## src/rtl/cpu_defs_pkg.sv

```systemverilog
// Shared encodings for the multi-cycle MIPS sequencer: opcodes, functs, PC/ALU ops, FSM states.
// Latency: none (definitions only).
// Backpressure: not applicable.
package cpu_defs_pkg;

  // Primary opcodes (ir[31:26])
  localparam logic [5:0] OP_RTYPE = 6'h00;
  localparam logic [5:0] OP_J     = 6'h02;
  localparam logic [5:0] OP_BEQ   = 6'h04;
  localparam logic [5:0] OP_BNE   = 6'h05;
  localparam logic [5:0] OP_ADDI  = 6'h08;
  localparam logic [5:0] OP_LW    = 6'h23;
  localparam logic [5:0] OP_SW    = 6'h2B;

  // R-type function codes (ir[5:0])
  localparam logic [5:0] FN_SLL = 6'h00;
  localparam logic [5:0] FN_SRL = 6'h02;
  localparam logic [5:0] FN_JR  = 6'h08;
  localparam logic [5:0] FN_ADD = 6'h20;
  localparam logic [5:0] FN_SUB = 6'h22;
  localparam logic [5:0] FN_AND = 6'h24;
  localparam logic [5:0] FN_OR  = 6'h25;
  localparam logic [5:0] FN_SLT = 6'h2A;

  typedef enum logic [3:0] {
    PC_HOLD   = 4'd0,
    PC_INC    = 4'd1,
    PC_JUMP   = 4'd2,
    PC_BRANCH = 4'd3,
    PC_REG    = 4'd4
  } pc_ctrl_t;

  typedef enum logic [3:0] {
    ALU_AND = 4'd0,
    ALU_OR  = 4'd1,
    ALU_ADD = 4'd2,
    ALU_SUB = 4'd6,
    ALU_SLT = 4'd7,
    ALU_SLL = 4'd8,
    ALU_SRL = 4'd9
  } alu_ctrl_t;

  typedef enum logic [2:0] {
    FETCH     = 3'd0,
    DECODE    = 3'd1,
    EXECUTE   = 3'd2,
    MEMORY    = 3'd3,
    WRITEBACK = 3'd4
  } state_t;

  // Coarse instruction class; drives the FSM's path through the steps
  typedef enum logic [3:0] {
    CLS_ALU_R   = 4'd0,
    CLS_JR      = 4'd1,
    CLS_ADDI    = 4'd2,
    CLS_LW      = 4'd3,
    CLS_SW      = 4'd4,
    CLS_BEQ     = 4'd5,
    CLS_BNE     = 4'd6,
    CLS_J       = 4'd7,
    CLS_ILLEGAL = 4'd8
  } instr_class_t;

endpackage

```

## src/rtl/instr_decoder.sv

```systemverilog
// Instruction decoder: maps opcode/funct/register fields to class, ALU op, selects and flags.
// Latency: purely combinational.
// Backpressure: none; outputs follow the ir fields directly.
module instr_decoder
  import cpu_defs_pkg::*;
(
  input  logic [5:0]   opcode,
  input  logic [5:0]   funct,
  input  logic [4:0]   rt,
  input  logic [4:0]   rd,
  output instr_class_t instr_class,
  output logic [3:0]   alu_control,
  output logic         alu_mux_select,
  output logic         rmux_select,
  output logic         dmux_select,
  output logic         dest_is_zero,
  output logic         illegal
);

  // Classify the instruction and pick its ALU op and datapath selects
  always_comb begin
    instr_class    = CLS_ILLEGAL;
    alu_control    = ALU_AND;
    alu_mux_select = 1'b0;
    rmux_select    = 1'b0;
    dmux_select    = 1'b0;
    case (opcode)
      OP_RTYPE: begin
        instr_class = CLS_ALU_R;
        rmux_select = 1'b1;
        case (funct)
          FN_ADD:  alu_control = ALU_ADD;
          FN_SUB:  alu_control = ALU_SUB;
          FN_AND:  alu_control = ALU_AND;
          FN_OR:   alu_control = ALU_OR;
          FN_SLT:  alu_control = ALU_SLT;
          FN_SLL:  alu_control = ALU_SLL;
          FN_SRL:  alu_control = ALU_SRL;
          FN_JR: begin
            instr_class = CLS_JR;
            rmux_select = 1'b0;
            alu_control = ALU_ADD;
          end
          default: begin
            instr_class = CLS_ILLEGAL;
            rmux_select = 1'b0;
          end
        endcase
      end
      OP_ADDI: begin
        instr_class    = CLS_ADDI;
        alu_control    = ALU_ADD;
        alu_mux_select = 1'b1;
      end
      OP_LW: begin
        instr_class    = CLS_LW;
        alu_control    = ALU_ADD;
        alu_mux_select = 1'b1;
        dmux_select    = 1'b1;
      end
      OP_SW: begin
        instr_class    = CLS_SW;
        alu_control    = ALU_ADD;
        alu_mux_select = 1'b1;
      end
      OP_BEQ: begin
        instr_class = CLS_BEQ;
        alu_control = ALU_SUB;
      end
      OP_BNE: begin
        instr_class = CLS_BNE;
        alu_control = ALU_SUB;
      end
      OP_J:    instr_class = CLS_J;
      default: instr_class = CLS_ILLEGAL;
    endcase
  end

  // R-type writes rd, immediate forms write rt; $0 writes are dropped upstream
  assign dest_is_zero = (instr_class == CLS_ALU_R) ? (rd == 5'd0) : (rt == 5'd0);
  assign illegal      = (instr_class == CLS_ILLEGAL);

endmodule

```

## src/rtl/multicycle_control_fsm.sv

```systemverilog
// Multi-cycle MIPS sequencer: latches the instruction and steps FETCH/DECODE/EXECUTE/MEMORY/WRITEBACK.
// Latency: 3 cycles branch/jump, 4 R-type/addi, 4+wait sw, 5+wait lw.
// Backpressure: MEMORY holds req until mem_ready, abandoning after MEM_TIMEOUT idle cycles.
module multicycle_control_fsm
  import cpu_defs_pkg::*;
#(
  parameter int MEM_TIMEOUT = 15,
  parameter int CNT_W       = 32
) (
  input  logic             clk,
  input  logic             rst,
  input  logic [31:0]      instruction,
  input  logic             alu_zero,
  input  logic             mem_ready,
  output logic [31:0]      ir,
  output logic [3:0]       pc_control,
  output logic             reg_file_wren,
  output logic             reg_file_rmux_select,
  output logic             reg_file_dmux_select,
  output logic             alu_mux_select,
  output logic [3:0]       alu_control,
  output logic [4:0]       alu_shamt,
  output logic             data_mem_req,
  output logic             data_mem_wren,
  output logic             illegal_instr,
  output logic             mem_error,
  output logic [CNT_W-1:0] instr_retired
);

  localparam int WAIT_W = $clog2(MEM_TIMEOUT + 1);

  state_t            state;
  logic [WAIT_W-1:0] wait_cnt;
  logic              mem_timeout;

  instr_class_t      dec_class;
  logic [3:0]        dec_alu_control;
  logic              dec_alu_mux;
  logic              dec_rmux;
  logic              dec_dmux;
  logic              dec_dest_zero;
  logic              dec_illegal;

  instr_decoder u_instr_decoder (
    .opcode         (ir[31:26]),
    .funct          (ir[5:0]),
    .rt             (ir[20:16]),
    .rd             (ir[15:11]),
    .instr_class    (dec_class),
    .alu_control    (dec_alu_control),
    .alu_mux_select (dec_alu_mux),
    .rmux_select    (dec_rmux),
    .dmux_select    (dec_dmux),
    .dest_is_zero   (dec_dest_zero),
    .illegal        (dec_illegal)
  );

  // Timeout wins over a late mem_ready: once the budget is spent the request is already dropped
  assign mem_timeout = (state == MEMORY) && (wait_cnt == WAIT_W'(MEM_TIMEOUT));

  // Per-step datapath controls; every output idles at 0 outside the step that needs it
  always_comb begin
    pc_control           = PC_HOLD;
    reg_file_wren        = 1'b0;
    reg_file_rmux_select = 1'b0;
    reg_file_dmux_select = 1'b0;
    alu_mux_select       = 1'b0;
    alu_control          = ALU_AND;
    alu_shamt            = 5'd0;
    data_mem_req         = 1'b0;
    data_mem_wren        = 1'b0;
    illegal_instr        = 1'b0;
    case (state)
      DECODE: illegal_instr = dec_illegal;
      EXECUTE: begin
        alu_control    = dec_alu_control;
        alu_mux_select = dec_alu_mux;
        alu_shamt      = ir[10:6];
        case (dec_class)
          CLS_BEQ: pc_control = alu_zero ? PC_BRANCH : PC_INC;
          CLS_BNE: pc_control = alu_zero ? PC_INC : PC_BRANCH;
          CLS_J:   pc_control = PC_JUMP;
          CLS_JR:  pc_control = PC_REG;
          default: pc_control = PC_HOLD;
        endcase
      end
      MEMORY: begin
        // Keep the address computation stable for the whole access
        alu_control    = dec_alu_control;
        alu_mux_select = dec_alu_mux;
        alu_shamt      = ir[10:6];
        if (mem_timeout) begin
          pc_control = PC_INC;
        end else begin
          data_mem_req  = 1'b1;
          data_mem_wren = (dec_class == CLS_SW);
          if (mem_ready && (dec_class == CLS_SW)) pc_control = PC_INC;
        end
      end
      WRITEBACK: begin
        alu_control          = dec_alu_control;
        alu_mux_select       = dec_alu_mux;
        alu_shamt            = ir[10:6];
        reg_file_rmux_select = dec_rmux;
        reg_file_dmux_select = dec_dmux;
        reg_file_wren        = !dec_dest_zero && !dec_illegal;
        pc_control           = PC_INC;
      end
      default: ;
    endcase
  end

  // Step sequencing, instruction latch, memory wait budget and retirement count
  always_ff @(posedge clk) begin
    if (rst) begin
      state         <= FETCH;
      ir            <= 32'd0;
      mem_error     <= 1'b0;
      instr_retired <= '0;
      wait_cnt      <= '0;
    end else begin
      // An instruction retires exactly when it moves the PC
      if (pc_control != PC_HOLD) instr_retired <= instr_retired + CNT_W'(1);
      case (state)
        FETCH: begin
          ir    <= instruction;
          state <= DECODE;
        end
        DECODE: state <= EXECUTE;
        EXECUTE: begin
          case (dec_class)
            CLS_BEQ, CLS_BNE, CLS_J, CLS_JR: state <= FETCH;
            CLS_LW, CLS_SW:                  state <= MEMORY;
            default:                         state <= WRITEBACK;
          endcase
        end
        MEMORY: begin
          if (mem_timeout) begin
            mem_error <= 1'b1;
            wait_cnt  <= '0;
            state     <= FETCH;
          end else if (mem_ready) begin
            wait_cnt <= '0;
            state    <= (dec_class == CLS_LW) ? WRITEBACK : FETCH;
          end else begin
            wait_cnt <= wait_cnt + WAIT_W'(1);
          end
        end
        WRITEBACK: state <= FETCH;
        default:   state <= FETCH;
      endcase
    end
  end

endmodule

```

## config.mk

```make
export PLATFORM = sky130hd
export DESIGN_NAME = multicycle_control_fsm
export DESIGN_NICKNAME = d
export VERILOG_FILES = /design/src/rtl/cpu_defs_pkg.sv /design/src/rtl/instr_decoder.sv /design/src/rtl/multicycle_control_fsm.sv
export SDC_FILE = /design/constraint.sdc
export NUM_CORES = 1
export LEC_CHECK = 0
export CORE_UTILIZATION = 45
export DETAILED_ROUTE_END_ITERATION = 8
export GPL_TIMING_DRIVEN = 0
export PLACE_DENSITY = 0.83
export REMOVE_ABC_BUFFERS = 1
export SYNTH_ARGS = -nofsm -noshare
export SYNTH_HDL_FRONTEND = slang
export SYNTH_HIERARCHICAL = 1
export SYNTH_SLANG_ARGS = --single-unit
```

## constraint.sdc

```tcl
create_clock -name clk -period 4.45 [get_ports clk]
set_input_delay 0.89 -clock clk [delete_from_list [all_inputs] [get_ports clk]]
set_output_delay 0.89 -clock clk [all_outputs]
set_load 0.1 [all_outputs]
```

==> flow_metrics.env, run 1 <==
export IMPL_status="finished clean"
export IMPL_path_clk_slew_ns=0.08
export IMPL_end_kind="output pin"
export IMPL_dpl_cell_count=707
export IMPL_clkSinkCount=72
export IMPL_start_util_pct=46.0
export IMPL_finalHoldViolCount=0
export IMPL_wl_per_cell_um=14.4
export IMPL_fin_crit_ns=4.22
export IMPL_tightestPinTransition_ns=1.06
export IMPL_cts_buffers=9
export IMPL_io_pins=121
export IMPL_r2r_cells=10
export IMPL_seq_area_frac_synth_pct=36.1
export IMPL_vias_per_cell=5.42
export IMPL_hold_depth=2
export IMPL_internal_power_mw=1.23
export IMPL_synth_main_ff_cell="dfxtp_1"
export IMPL_dp_hpwl_um=7510
export IMPL_yosys_area_share_simple_pct=33.2
export IMPL_tritoncts="yes"
export IMPL_mostFrequentLayoutCell="clkdlybuf4s50_1"
export IMPL_power_mw=2.36
export IMPL_drv_slew=0
export IMPL_rows=34
export IMPL_core_area_mm2=0.00868
export IMPL_cp_slowest_cell="clkdlybuf4s15_1"
export IMPL_vdd_drop_max_v=0.000397
export IMPL_syn_inst=507
export IMPL_worst_setup_path_type="flip-flop to output pin"
export IMPL_routed_via_count=3915
export IMPL_slew_headroom_pct=29.2
export IMPL_nNetsFinal=648
export IMPL_final_cells=722
export IMPL_yosysWarnings=6
export IMPL_clock_path_buffers=2
export IMPL_p_sw_share_pct=48.1
export IMPL_diodes=0
export IMPL_hp_start="ir[22]"
export IMPL_layout_common_cells="clkdlybuf4s50_1, nand2_1, dfxtp_1"
export IMPL_syn_to_final_growth_pct=34.1
export IMPL_routed_wl_um=10400
export IMPL_cp_data_required_time_ns=3.56
export IMPL_grt_pass1_vias=3491
export IMPL_syn_area_mm2=0.00400
export IMPL_track_usage_pct=22.9
export IMPL_avgSynthCellArea_um2=7.88
export IMPL_grt_pass1_wl_um=16700
export IMPL_crit_buf_inv=2
export IMPL_p_sw_mw=1.13
export IMPL_setup_viol=0
export IMPL_async_flop_share_pct=0
export IMPL_drtPass1Iterations=4
export IMPL_rr_endpoint="instr_retired[12]"
export IMPL_drcViolationCount=0
export IMPL_gr_total_overflow=0
export IMPL_h_tree_depth=3
export IMPL_p_leak_nw=1.95
export IMPL_period_share_pct=94.7
export IMPL_drive_above_1_share_pct=9.77
export IMPL_synth_cell_types=61
export IMPL_pwr_density_cell_mw_per_mm2=440
export IMPL_cts_root_buf="clkbuf_8"
export IMPL_synth_edf_count=0
export IMPL_yosys_area_share_adder_pct=0.626
export IMPL_ys_seq_elements=72
export IMPL_antenna_found_initial=0
export IMPL_fin_worst_skew_ns=0.0146
export IMPL_p_clk_share_pct=19.2
export IMPL_fp_dieH_um=96.2
export IMPL_worstPathMaxFanout=12
export IMPL_arrival_ns=3.33
export IMPL_worst_hold_path_endpoint="ir[22]"
export IMPL_reg2reg_from="ir[28]"
export IMPL_rsz0062_at_grt="no"
export IMPL_maxCapViolations=0
export IMPL_die_width_um=96.2
export IMPL_seqPwrFrac_pct=33.5
export IMPL_clock_latency_ns=0.33
export IMPL_crit_chain="or3_4 -> nand2_1 -> o311ai_1 -> nor3_1 -> inv_1 -> nor4_1 -> clkdlybuf4s15_1"
export IMPL_cp_top_family="simple AND/OR/NAND/NOR gates"
export IMPL_fmax_mhz=237
export IMPL_critPathLaunchType="flip-flop"
export IMPL_dieArea_mm2=0.00926
export IMPL_cpPeakStageDelay_ns=0.87
export IMPL_drt_iter0_drc=127
export IMPL_finalWeightedCongestion=0.786
export IMPL_n_fill_cell=809
export IMPL_post_cts_buffers=0
export IMPL_synth_xor_xnor_area_share_pct=0.877
export IMPL_io_buffers=119
export IMPL_synth_compound_area_share_pct=15.1
export IMPL_synth_top_family_by_area="simple AND/OR/NAND/NOR gates"
export IMPL_combPwrFrac_pct=47.3
export IMPL_grt_max_degree=103
export IMPL_reg2reg_slack_ns=1.09
export IMPL_min_path_type="flip-flop to flip-flop"
export IMPL_synth_mux_area_fraction_pct=8.46
export IMPL_ant_nets=0
area by class of cell:
| cell class | instances | area, um^2 | share of cell area (%) |
|---|---|---|---|
| multi-input combinational | 392 | 2340 | 43.7 |
| tap | 108 | 135 | 2.52 |
| clock inverter | 3 | 18.8 | 0.350 |
| sequential | 72 | 1440 | 26.9 |
| inverter | 12 | 45.0 | 0.841 |
| clock buffer | 12 | 145 | 2.71 |
| timing repair buffer | 123 | 1230 | 23.0 |
worst reg2reg max path, stage by stage (launching register included):
cell and delay (ns):
dfxtp_1 0.57, nor4b_1 0.38, nor3_1 0.14, or3_1 0.47
nor4b_2 0.33, and3_1 0.26, nor4_4 0.06, buf_6 0.19
buf_8 0.17, a2111oi_2 0.31, mux2_2 0.37
metal layers:
layer	wire, um	track usage (%)	share of wire (%)
met1	4750	30.5	46
met2	5120	37.1	49
met3	310	2.84	3.0
met4	240	9.45	2.3
met5	0	0	0
synthesized netlist by cell type, drive strengths merged (7+ instances only):
| cell | count | area (um^2) |
|---|---|---|
| a211oi | 7 | 52.6 |
| a21oi | 60 | 300 |
| buf | 19 | 133 |
| clkbuf | 12 | 45.0 |
| dfxtp | 72 | 1440 |
| inv | 12 | 45.0 |
| mux2 | 30 | 338 |
| nand2 | 86 | 323 |
| nand3 | 18 | 90.1 |
| nand4 | 11 | 75.1 |
| nor2 | 53 | 201 |
| nor2b | 40 | 250 |
| nor3 | 16 | 90.1 |
| nor4 | 7 | 73.8 |
| o21ai | 9 | 45.0 |
power by group through the flow:
stage               sequential [mW]  clock (mW)  combinational (mW)
detailed placement            0.806           0                1.12
finish                        0.792       0.452                1.12
floorplan                      1.19           0               0.433
global route                  0.804       0.489                1.18
global placement              0.800           0                1.09
CTS                           0.791       0.462                1.12
kinds of logic (layout without fill, tap and decap cells):
logic type | after synthesis | in the layout
compound gates | 97 | 97
xor+xnor | 4 | 4
fa+ha+maj | 2 | 2
buf+inv | 43 | 150
flops | 72 | 72
mux | 30 | 30
other cells | 1 | 1
simple gates | 258 | 258
sequential cells by signal, indices dropped and copies added, names as in the netlist:
| name | count |
|---|---|
| wait_cnt | 4 |
| state | 3 |
| instr_retired | 32 |
| ir | 32 |
| mem_error | 1 |
worst max-delay path by stage:
stage | startpoint | to | slack, ns | cells after the start
after floorplan | ir[31] | pc_control[2] | -1.60 | 6
after global placement | ir[31] | pc_control[0] | -0.88 | 9
after detailed placement | ir[28] | pc_control[0] | -0.12 | 8
after CTS | ir[28] | pc_control[1] | 0.02 | 7
after global routing | ir[31] | pc_control[2] | 0.008 | 7
final | ir[31] | pc_control[2] | 0.23 | 7
per-stage QoR:
step / setup WS (ns) / setup TNS, ns / cell area [um^2] / utilization, % / hold WS [ns]
finish: 0.235 / 0 / 5360 / 61.8 / 0.456
global placement: -0.882 / -0.882 / 5140 / 59.3 / 0.444
global route: 0.00800 / 0 / 5360 / 61.8 / 0.483
floorplan: -1.60 / -3.87 / 3820 / - / 0.442
detailed placement: -0.120 / -0.120 / 5190 / 59.9 / 0.450
CTS: 0.0204 / 0 / 5360 / 61.7 / 0.461
timing repair:
action | in CTS | in global routing
hold buffers | 0 | 0
gates resized for setup | 5 | 5
setup endpoints to repair | 3 | 4
Note: power is estimated with default switching activity, not from simulation.
==> run 2, diff against run 1 <==
--- a/config.mk
+++ b/config.mk
@@ -5,7 +5,9 @@
 export SDC_FILE = /design/constraint.sdc
 export NUM_CORES = 1
 export LEC_CHECK = 0
+export ABC_CLOCK_PERIOD_IN_PS = 4450
 export CORE_UTILIZATION = 45
+export CTS_CLUSTER_DIAMETER = 30
 export DETAILED_ROUTE_END_ITERATION = 8
 export GPL_TIMING_DRIVEN = 0
 export PLACE_DENSITY = 0.83
==> results of run 2 <==
Same layout as run 1: the final DEF is identical, and so are final timing and power.
==> RTL edit, RTL diff (config.mk and constraints of run 2) <==
Reset style: asynchronous (`rst`), changed in one clocked block.
--- a/src/rtl/multicycle_control_fsm.sv
+++ b/src/rtl/multicycle_control_fsm.sv
@@ -113,3 +113,3 @@
   // Step sequencing, instruction latch, memory wait budget and retirement count
-  always_ff @(posedge clk) begin
+  always_ff @(posedge clk or posedge rst) begin
     if (rst) begin
Function: differs if rst is asserted again (counterexample within 4 cycles, from zero or initial values and one cycle with rst high); with rst held inactive, the same outputs for 10 cycles.
==> RTL edit against run 2 <==
Sequential cell count unchanged; first-iteration DRC count down 6.3%; area after synthesis decreased by 6.6%; worst setup slack got worse by 0.029 ns; utilization rose by 4.2 points; die area down 6.5%; worst hold slack better by 0.023 ns; cell area decreased by 3.0%; synthesized cell count down 33%; routed wire length down 16%.
Power is left out: the tool's default activity adds up to more than one toggle a clock period on the data nets, which glitch-free logic cannot reach.
==> RTL edit: results <==
[cts]
clkTransAtPathRegs_ns = 0.08
cts.htree.levels = 3
clockRootBuffer = "clkbuf_8"
clockBufferDepth = 2
clkLatencyLatePin_ns = 0.34

[setup_path]
rr_worst_depth = 8
r2r-end = "instr_retired[7]"
critPathMaxFanout = 12
cpPeakStageDelay_ns = 0.85
worst_ep_arrival_time_ns = 3.35
cp_top_family = "simple AND/OR/NAND/NOR gates"
reg2reg_from = "ir[31]"
rrSetupSlack_ns = 1.03
slowest_stage = "dlygate4sd2_1"

[routing]
detail_route.first_pass.iterations = 4
via_count = 3008
drt_iter0_markers = 119
routedWlPerCell_um = 15.7

[synth]
synthTopCellsByArea = "dfrtp_1 48%, mux2_2 9.7%, xnor2_1 7.5%, nand3_1 3.0%, nor2b_1 2.5%"
ys_async_sr_fraction_pct = 100
synth_seq_area_share_pct = 48.3
synth_common_cells = "72 x dfrtp_1, 32 x mux2_2, 32 x xnor2_1"
synthDistinctLibCells = 60

[worst_hold_path]
hold_path_depth = 1
worstHoldStart = "mem_error"
hold_end = "mem_error"

[global_routing]
grt_pass1_wl_um = 14300
track_usage_pct = 21.3
grt_max_degree = 73
grt_pass1_vias = 2893

[timing]
clock_skew_ns = 0.0121
maxSlewHeadroom_pct = 26.2

[layout]
drive_gt1_share_pct = 14.2
final_nets = 491

[placement]
io_buffers = 119
gp_congestion = 0.804
dp_hpwl_um = 6330

[status]
status = "complete, no violations"

[run]
cap_violations = 0
[RTL edit: cell types whose count changed after synthesis, moves of 29 or more]
cell	change
dfrtp_1	+72
dfxtp_1	-72
nand2_1	-68
a21oi_1	-55
nor2_1	-36
xnor2_1	+29
[RTL edit: layout make-up]
class	instances	area, um2
Clock inverter	5	104
Inverter	5	21.3
Clock buffer	11	131
Sequential cell	72	1800
Tap cell	102	128
Timing Repair Buffer	121	1210
Multi-Input combinational cell	244	1810
Fill cell	613	2690
[RTL edit: cell families (layout without fill, tap and decap cells)]
group,Yosys count,after routing,share of synthesized area [%]
simple gates,137,137,21.8
compound gates,35,35,7.18
buf+inv,22,142,3.42
other cells,1,1,0.101
flops,72,72,48.3
mux,34,34,10.3
fa+ha+maj,2,2,0.671
xor+xnor,35,35,8.22
[RTL edit: how the worst max path moves through the flow]
stage	slack, ns	start	to	cells after the start
2_1_floorplan	-0.61	ir[3]	illegal_instr	5
3_3_place_gp	-0.03	state[0]	ir[15]	2
3_5_place_dp	0.19	ir[31]	pc_control[0]	7
4_1_cts	0.08	ir[31]	pc_control[0]	7
5_1_grt	0.03	ir[28]	data_mem_wren	6
6_report	0.21	ir[31]	data_mem_wren	5
[RTL edit: per-stage QoR]
step                      instance area [um2]  util, %  cells  setup WS (ns)  hold slack, ns
after floorplan                          3620        -    321         -0.612           0.489
after global placement                   4940     62.6    542        -0.0293           0.462
after detailed placement                 4970     63.1    544          0.191           0.466
after CTS                                5200     66.0    560         0.0782           0.486
after global routing                     5200     65.9    560         0.0254           0.500
final                                    5200     65.9    560          0.205           0.478
[RTL edit: layer usage]
layer | track usage (%) | wire (um) | vias up
li1 | - | - | 1427
met1 | 28.1 | 3970 | 1484
met2 | 34.6 | 4290 | 82
met3 | 4.39 | 395 | 15
met4 | 8.08 | 137 | 0
met5 | 0 | 0 | -
[RTL edit: what timing repair did]
item,in CTS,in global routing
hold buffers,0,0
endpoints found under the setup margin,4,1
gates cloned,0,0
setup buffers,0,0
gates resized for setup,4,2
[RTL edit: worst reg2reg max path, stage by stage (launching register included)]
cell      delay, ns
dfrtp_1        0.52
or3_4          0.47
nand2_1        0.09
o311ai_1       0.10
nor3_1         0.71
o21ai_0        0.31
o21bai_4       0.66
nand3_1        0.26
xnor2_1        0.19
